### src/rtl/mem_ctrl_if.sv
// Request/done handshakes for the fetch and MEM paths plus the byte-wide RAM/IO port.
// The controller uses the slave modport; the pipeline/RAM side uses master.
interface mem_ctrl_if #(
  parameter int ADDR_W = 32
) ();
  logic              rdy_in;
  logic              if_req_in;
  logic [ADDR_W-1:0] if_addr_in;
  logic              if_done_out;
  logic [31:0]       if_data_out;
  logic              mem_req_in;
  logic              mem_we_in;
  logic [1:0]        mem_len_in;
  logic [ADDR_W-1:0] mem_addr_in;
  logic [31:0]       mem_wdata_in;
  logic              mem_done_out;
  logic [31:0]       mem_rdata_out;
  logic              io_buffer_full_in;
  logic [ADDR_W-1:0] ram_a_out;
  logic [7:0]        ram_dout_out;
  logic              ram_wr_out;
  logic [7:0]        ram_din_in;
  logic              busy_out;

  modport slave (
    input  rdy_in, if_req_in, if_addr_in, mem_req_in, mem_we_in, mem_len_in,
           mem_addr_in, mem_wdata_in, io_buffer_full_in, ram_din_in,
    output if_done_out, if_data_out, mem_done_out, mem_rdata_out,
           ram_a_out, ram_dout_out, ram_wr_out, busy_out
  );

  modport master (
    output rdy_in, if_req_in, if_addr_in, mem_req_in, mem_we_in, mem_len_in,
           mem_addr_in, mem_wdata_in, io_buffer_full_in, ram_din_in,
    input  if_done_out, if_data_out, mem_done_out, mem_rdata_out,
           ram_a_out, ram_dout_out, ram_wr_out, busy_out
  );
endinterface

### src/rtl/mem_ctrl.sv
// Arbitrates the byte-wide RAM/IO port between instruction fetch and the MEM stage,
// serialising 1/2/4-byte requests into byte accesses with little-endian assembly.
module mem_ctrl #(
  parameter int                ADDR_W  = 32,
  parameter logic [ADDR_W-1:0] IO_ADDR = ADDR_W'(32'h0003_0000)
) (
  input logic       clk_in,
  input logic       rst_in,
  mem_ctrl_if.slave bus
);

  typedef enum logic [1:0] {S_IDLE, S_XFER, S_DONE} state_t;

  state_t            state;
  logic [2:0]        cnt;
  logic [2:0]        nbytes;
  logic              owner_mem;
  logic              we_q;
  logic              wr_q;
  logic [ADDR_W-1:0] ram_a_q;
  logic [7:0]        dout_q;
  logic              if_done_q;
  logic              mem_done_q;
  logic [31:0]       if_data_q;
  logic [31:0]       mem_rdata_q;

  logic [ADDR_W-1:0] base_q;
  logic [31:0]       wdata_q;
  logic [31:0]       rbuf_q;

  logic              mem_io_blocked;
  logic              mem_ok;
  logic              if_ok;
  logic              grant_mem;
  logic              grant_if;
  logic [2:0]        cnt_nxt;
  logic [1:0]        rd_idx;
  logic [ADDR_W-1:0] addr_nxt;
  logic [31:0]       rbuf_nxt;

  function automatic logic [2:0] len_bytes(input logic [1:0] len);
    case (len)
      2'b00:   return 3'd1;
      2'b01:   return 3'd2;
      default: return 3'd4;
    endcase
  endfunction

  function automatic logic [7:0] pick_byte(input logic [31:0] w, input logic [1:0] k);
    return w[{k, 3'b000} +: 8];
  endfunction

  // The just-finished owner may still hold its request during DONE, so it is masked there.
  always_comb begin
    mem_io_blocked = bus.mem_we_in && bus.io_buffer_full_in && (bus.mem_addr_in == IO_ADDR);
    mem_ok    = bus.mem_req_in && !mem_io_blocked && !((state == S_DONE) && owner_mem);
    if_ok     = bus.if_req_in && !((state == S_DONE) && !owner_mem);
    grant_mem = mem_ok && (state != S_XFER);
    grant_if  = if_ok && !mem_ok && (state != S_XFER);
    cnt_nxt   = cnt + 3'd1;
    addr_nxt  = base_q + ADDR_W'(cnt_nxt);
    rd_idx    = cnt[1:0] - 2'd1;
    rbuf_nxt  = rbuf_q;
    rbuf_nxt[{rd_idx, 3'b000} +: 8] = bus.ram_din_in;
  end

  always_ff @(posedge clk_in or negedge rst_in) begin
    if (!rst_in) begin
      state       <= S_IDLE;
      cnt         <= '0;
      nbytes      <= '0;
      owner_mem   <= 1'b0;
      we_q        <= 1'b0;
      wr_q        <= 1'b0;
      ram_a_q     <= '0;
      dout_q      <= '0;
      if_done_q   <= 1'b0;
      mem_done_q  <= 1'b0;
      if_data_q   <= '0;
      mem_rdata_q <= '0;
    end else if (bus.rdy_in) begin
      if_done_q  <= 1'b0;
      mem_done_q <= 1'b0;
      case (state)
        S_IDLE, S_DONE: begin
          state <= S_IDLE;
          wr_q  <= 1'b0;
          if (grant_mem) begin
            state     <= S_XFER;
            cnt       <= '0;
            owner_mem <= 1'b1;
            nbytes    <= len_bytes(bus.mem_len_in);
            we_q      <= bus.mem_we_in;
            wr_q      <= bus.mem_we_in;
            ram_a_q   <= bus.mem_addr_in;
            dout_q    <= bus.mem_wdata_in[7:0];
          end else if (grant_if) begin
            state     <= S_XFER;
            cnt       <= '0;
            owner_mem <= 1'b0;
            nbytes    <= 3'd4;
            we_q      <= 1'b0;
            ram_a_q   <= bus.if_addr_in;
          end
        end
        S_XFER: begin
          if (we_q) begin
            if (cnt == nbytes - 3'd1) begin
              state      <= S_DONE;
              wr_q       <= 1'b0;
              mem_done_q <= 1'b1;
            end else begin
              cnt     <= cnt_nxt;
              ram_a_q <= addr_nxt;
              dout_q  <= pick_byte(wdata_q, cnt_nxt[1:0]);
            end
          end else if (cnt == nbytes) begin
            // Last byte arrives on this edge; publish the assembled word directly.
            state <= S_DONE;
            if (owner_mem) begin
              mem_done_q  <= 1'b1;
              mem_rdata_q <= rbuf_nxt;
            end else begin
              if_done_q <= 1'b1;
              if_data_q <= rbuf_nxt;
            end
          end else begin
            cnt     <= cnt_nxt;
            ram_a_q <= addr_nxt;
          end
        end
        default: state <= S_IDLE;
      endcase
    end
  end

  always_ff @(posedge clk_in) begin
    if (bus.rdy_in) begin
      if ((state != S_XFER) && (grant_mem || grant_if)) begin
        base_q  <= grant_mem ? bus.mem_addr_in : bus.if_addr_in;
        wdata_q <= grant_mem ? bus.mem_wdata_in : '0;
        rbuf_q  <= '0;
      end else if ((state == S_XFER) && !we_q && (cnt != 3'd0)) begin
        rbuf_q <= rbuf_nxt;
      end
    end
  end

  assign bus.ram_a_out     = ram_a_q;
  assign bus.ram_dout_out  = dout_q;
  assign bus.ram_wr_out    = wr_q & bus.rdy_in;
  assign bus.if_done_out   = if_done_q;
  assign bus.if_data_out   = if_data_q;
  assign bus.mem_done_out  = mem_done_q;
  assign bus.mem_rdata_out = mem_rdata_q;
  assign bus.busy_out      = (state != S_IDLE);

endmodule

### src/flat_wrapper.sv
// flat-port wrapper written by rule: the top's interface ports become plain ports
module mem_ctrl_flat 
#(
  parameter int                ADDR_W  = 32,
  parameter logic [ADDR_W-1:0] IO_ADDR = ADDR_W'(32'h0003_0000)
)
  (clk_in, rst_in, bus_rdy_in, bus_if_req_in, bus_if_addr_in, bus_mem_req_in, bus_mem_we_in, bus_mem_len_in, bus_mem_addr_in, bus_mem_wdata_in, bus_io_buffer_full_in, bus_ram_din_in, bus_if_done_out, bus_if_data_out, bus_mem_done_out, bus_mem_rdata_out, bus_ram_a_out, bus_ram_dout_out, bus_ram_wr_out, bus_busy_out);
  mem_ctrl_if #(.ADDR_W(ADDR_W)) bus_i ();
  input logic clk_in;
  input logic rst_in;
  input wire logic [$bits(bus_i.rdy_in)-1:0] bus_rdy_in;
  input wire logic [$bits(bus_i.if_req_in)-1:0] bus_if_req_in;
  input wire logic [$bits(bus_i.if_addr_in)-1:0] bus_if_addr_in;
  input wire logic [$bits(bus_i.mem_req_in)-1:0] bus_mem_req_in;
  input wire logic [$bits(bus_i.mem_we_in)-1:0] bus_mem_we_in;
  input wire logic [$bits(bus_i.mem_len_in)-1:0] bus_mem_len_in;
  input wire logic [$bits(bus_i.mem_addr_in)-1:0] bus_mem_addr_in;
  input wire logic [$bits(bus_i.mem_wdata_in)-1:0] bus_mem_wdata_in;
  input wire logic [$bits(bus_i.io_buffer_full_in)-1:0] bus_io_buffer_full_in;
  input wire logic [$bits(bus_i.ram_din_in)-1:0] bus_ram_din_in;
  output wire logic [$bits(bus_i.if_done_out)-1:0] bus_if_done_out;
  output wire logic [$bits(bus_i.if_data_out)-1:0] bus_if_data_out;
  output wire logic [$bits(bus_i.mem_done_out)-1:0] bus_mem_done_out;
  output wire logic [$bits(bus_i.mem_rdata_out)-1:0] bus_mem_rdata_out;
  output wire logic [$bits(bus_i.ram_a_out)-1:0] bus_ram_a_out;
  output wire logic [$bits(bus_i.ram_dout_out)-1:0] bus_ram_dout_out;
  output wire logic [$bits(bus_i.ram_wr_out)-1:0] bus_ram_wr_out;
  output wire logic [$bits(bus_i.busy_out)-1:0] bus_busy_out;
  assign bus_i.rdy_in = bus_rdy_in;
  assign bus_i.if_req_in = bus_if_req_in;
  assign bus_i.if_addr_in = bus_if_addr_in;
  assign bus_i.mem_req_in = bus_mem_req_in;
  assign bus_i.mem_we_in = bus_mem_we_in;
  assign bus_i.mem_len_in = bus_mem_len_in;
  assign bus_i.mem_addr_in = bus_mem_addr_in;
  assign bus_i.mem_wdata_in = bus_mem_wdata_in;
  assign bus_i.io_buffer_full_in = bus_io_buffer_full_in;
  assign bus_i.ram_din_in = bus_ram_din_in;
  assign bus_if_done_out = bus_i.if_done_out;
  assign bus_if_data_out = bus_i.if_data_out;
  assign bus_mem_done_out = bus_i.mem_done_out;
  assign bus_mem_rdata_out = bus_i.mem_rdata_out;
  assign bus_ram_a_out = bus_i.ram_a_out;
  assign bus_ram_dout_out = bus_i.ram_dout_out;
  assign bus_ram_wr_out = bus_i.ram_wr_out;
  assign bus_busy_out = bus_i.busy_out;
  mem_ctrl #(.ADDR_W(ADDR_W), .IO_ADDR(IO_ADDR)) u_core (.clk_in(clk_in), .rst_in(rst_in), .bus(bus_i));
endmodule
### config.mk
export PLATFORM = sky130hd
export DESIGN_NAME = mem_ctrl_flat
export DESIGN_NICKNAME = d
export VERILOG_FILES = /design/src/rtl/mem_ctrl_if.sv /design/src/rtl/mem_ctrl.sv /design/src/flat_wrapper.sv
export SDC_FILE = /design/constraint.sdc
export NUM_CORES = 1
export LEC_CHECK = 0
export CORE_MARGIN = 4
export CORE_UTILIZATION = 47
export DETAILED_ROUTE_END_ITERATION = 6
export GPL_TIMING_DRIVEN = 0
export PLACE_DENSITY = 0.86
export SYNTH_ARGS = -nofsm -noshare
export SYNTH_HDL_FRONTEND = slang
export SYNTH_SLANG_ARGS = --single-unit
### constraint.sdc
create_clock -name clk_in -period 10.1 [get_ports clk_in]
set_input_delay 1.515 -clock clk_in [delete_from_list [all_inputs] [get_ports clk_in]]
set_output_delay 1.515 -clock clk_in [all_outputs]
set_load 0.02 [all_outputs]
==> flow_summary_export.csv <==
group,metric,value,unit
detailed_routing,via_count,8908,
power_and_ir_drop,p_leak,5.38,nW
sta,setup_viol,0,
placement,io_buffers,220,
synth,ys_ff_latch,213,
detailed_routing,drc,0,
critical_path,worstPathRequired,8.59,ns
detailed_routing,wirelength,31.9,mm
min_path,hp-class,"flop to flop",
critical_path,worstPathCellList,"clkdlybuf4s50_1, clkbuf_1, and2_1, clkdlybuf4s50_1",
synth,avgSynthCellArea,10.3,um^2
global_routing,grt_max_degree,65,
synth,synth_top_area_share,28.8,%
synth,synth-seq-area-share,57.3,%
critical_path,crit_arrival,3.28,ns
power_and_ir_drop,seq_power_share,34.3,%
critical_path,path_common_cell,"clkdlybuf4s50_1",
synth,yosysTopAreaCell,"dfrtp_1",
finish,areaGrowthSynthToFinish,32.5,%
synth,syn-num-nets,1111,
finish,drive_above_1_share,6.25,%
critical_path,max_stage_delay,0.60,ns
synth,syn-cell-area,10100,um^2
detailed_routing,antenna_left,0,
outcome,status,"complete, no violations",
global_routing,antenna_found_initial,1,
finish,multiInputGateArea,4060,um^2
cts,cts_setup_buffers,0,
critical_path,crit_type,"primary input to output pin",
critical_path,endpoint_kind,"output pin",
power_and_ir_drop,power.internal,2.63,mW
power_and_ir_drop,p_sw,1.76,mW
power_and_ir_drop,ir_drop,0.151,mV
detailed_routing,drtPass1Iterations,5,
synth,ys.flop_type,"dfrtp_1",
critical_path,crit_family,"buffers and inverters",
power_and_ir_drop,clockPowerShare,18.4,%
synth,yosysMostFrequentCell,"nand2_1",
global_routing,grt_overflow,0,
sta,hold_viol,0,
power_and_ir_drop,combPwrFrac,47.3,%
die,die_width,155,um
critical_path,timing.critical_path.buf_inv,3,
global_routing,grt_pass1_wl,49.0,mm
detailed_routing,post_drt_wl_per_cell,20.9,um
synth,syn_inst,987,
die,die_y,155,um
cts,cts_buffers,22,
sta,setup_tns,0,ns
sta,tightestPinTransition,1.30,ns
detailed_routing,vias_per_cell,5.85,
cts,clkSlewWorstSetupHoldPaths,0.06,ns
run,drv_cap,0,
cts,cts_resized,0,
finish,nets,1356,
cts,clock_path_buffers,3,
die,die_area,24000,um^2
sta,slew_headroom,11.8,%
power_and_ir_drop,total_power,4.39,mW
cts,cts_root_buf,"clkbuf_16",
critical_path,start_kind,"primary input",
global_routing,grt_usage,25.9,%
sta,finalCritPeriodShare,47.5,%
finish,n_fill_cell,1631,
cts,cts_tree,"yes",
power_and_ir_drop,netSwitchingFraction,40.1,%
die,num_rows,53,
critical_path,crit_slowest_cell,"clkdlybuf4s50_1",
die,pin_count,221,
sta,min_period,4.80,ns
synth,synth_edf_count,96,
placement,gp_congestion,0.949,
cts,holdBufCountCts,0,
synth,ys_top_cells_by_count,"nand2_1, dfrtp_1, edfxtp_1, nor2_1, a21oi_1",
synth,post_synth_num_cell_types,57,
cts,clkSinkCount,213,
detailed_routing,drtIter0Drc,854,
sta,rsz0062_at_grt,"false",
cts,clock_latency,0.50,ns
sta,fin_skew,0.0109,ns
finish,seq_area,5810,um^2
synth,synthArstFlopShare,54.9,%
cts,cts-htree-levels,1,
critical_path,worstPathMaxFanout,10,
die,core_area,21200,um^2
global_routing,grt_pass1_vias,8839,
die,start_util,48.0,%
power_and_ir_drop,power.density,326,nW/um^2
synth,yosys_warnings,0,
placement,dp_hpwl,22.8,mm
synth,synthTopCellsByArea,"dfrtp_1, edfxtp_1, nand2_1, a21oi_1, nor2_1",
sta,max_freq,0.208,GHz
sta,slew_violations,0,
flip-flops by register name, summed over array words and instances, names as in the netlist:
signal,count
u_core.nbytes,3
u_core.bus.mem_done_out,1
u_core.we_q,1
u_core.rbuf_q,32
u_core.bus.mem_rdata_out,32
u_core.cnt,3
u_core.bus.ram_a_out,32
u_core.owner_mem,1
u_core.wdata_q,32
u_core.wr_q,1
u_core.bus.if_done_out,1
u_core.bus.if_data_out,32
u_core.base_q,32
u_core.state,2
u_core.bus.ram_dout_out,8
power by group through the flow:
stage          Combinational (mW)  Clock, mW  Sequential (mW)
3_5_place_dp                 2.05          0             1.51
3_3_place_gp                 1.99          0             1.50
6_report                     2.08      0.809             1.50
5_1_grt                      2.24      0.847             1.54
2_1_floorplan               0.996          0             1.69
4_1_cts                      2.06      0.812             1.50
worst register-to-register path, delay by kind of cell, from the launching register on:
family | cells | cell delay, ns
AOI/OAI and AO/OA | 3 | 0.48
xor gates and xnor gates | 1 | 0.18
adders and majority gates | 2 | 0.73
buffers and inverters | 2 | 0.58
DFF | 1 | 0.57
and+or+nand+nor | 2 | 1.33
worst paths after layout:
check	from	to	slack, ns	depth (start not counted)
worst max-delay path	bus_rdy_in	bus_ram_wr_out	5.30	4
worst min-delay path	u_core.bus.mem_rdata_out[16]	u_core.bus.mem_rdata_out[16]	0.48	2
worst max register to register	u_core.cnt[0]	u_core.bus.ram_a_out[12]	6.10	10
worst min register to register	u_core.bus.mem_rdata_out[16]	u_core.bus.mem_rdata_out[16]	0.48	2
max in group asynchronous	rst_in	u_core.bus.ram_a_out[11]	8.40	2
min in group asynchronous	rst_in	u_core.bus.mem_rdata_out[12]	0.98	1
cells by family (layout without fill, tap and decap cells):
| kind of cell | after synthesis | in the layout | synth area share (%) |
|---|---|---|---|
| compound gates | 215 | 215 | 13.2 |
| flops | 213 | 213 | 57.3 |
| buf+inv | 71 | 332 | 2.87 |
| other cells | 0 | 1 | 0 |
| xor+xnor | 29 | 29 | 2.64 |
| mux | 20 | 20 | 3.08 |
| fa+ha+maj | 11 | 11 | 1.43 |
| simple gates | 428 | 428 | 19.5 |
layout make-up:
cell class / instances / area share (%)
antenna: 1 / 0.0186
buffer: 60 / 1.86
clock buffer: 33 / 4.87
clock inverter: 7 / 0.428
inverter: 11 / 0.307
multi-input combinational: 703 / 30.2
sequential: 213 / 43.2
tap: 275 / 2.56
timing repair buffer: 221 / 16.6
stage by stage:
stage               utilization, %  worst slack [ns]  area (um^2)  cells  hold slack, ns
finish                        63.6              5.30        13400   1524           0.478
global route                  63.6              5.25        13400   1524           0.491
CTS                           63.5              5.31        13400   1523           0.483
detailed placement            60.2              4.94        12700   1483           0.469
global placement              60.0              2.85        12700   1482           0.463
floorplan                        -              5.71        10100    987           0.459
placed cells by master, fill, tap and decap left out, types with 6 or more instances in the layout:
| master | instances |
|---|---|
| nor4_1 | 7 |
| o21ai_0 | 60 |
| buf_2 | 11 |
| and2_1 | 30 |
| nor3_1 | 11 |
| mux4_2 | 8 |
| clkdlybuf4s50_1 | 219 |
| a21oi_1 | 79 |
| a22o_1 | 20 |
| nor2_1 | 93 |
| nor2b_1 | 36 |
| inv_1 | 11 |
| nand4_1 | 14 |
| clkbuf_16 | 24 |
| a221o_1 | 8 |
| a221oi_1 | 6 |
| edfxtp_1 | 96 |
| ha_1 | 10 |
| xor2_1 | 12 |
| xnor2_1 | 16 |
| clkbuf_1 | 50 |
| nand3_1 | 24 |
| mux2_2 | 10 |
| nand2_1 | 185 |
| dfrtp_1 | 117 |
per-layer routing:
| metal | part of all wire (%) | global-route usage [%] | vias up |
|---|---|---|---|
| met3 | 9.5 | 4.90 | 125 |
| met2 | 46 | 40.8 | 517 |
| met4 | 5.3 | 11.9 | 0 |
| li1 | - | - | 3978 |
| met1 | 39 | 35.1 | 4288 |
| met5 | 0 | 0 | - |
(Power assumes the default switching activity.)
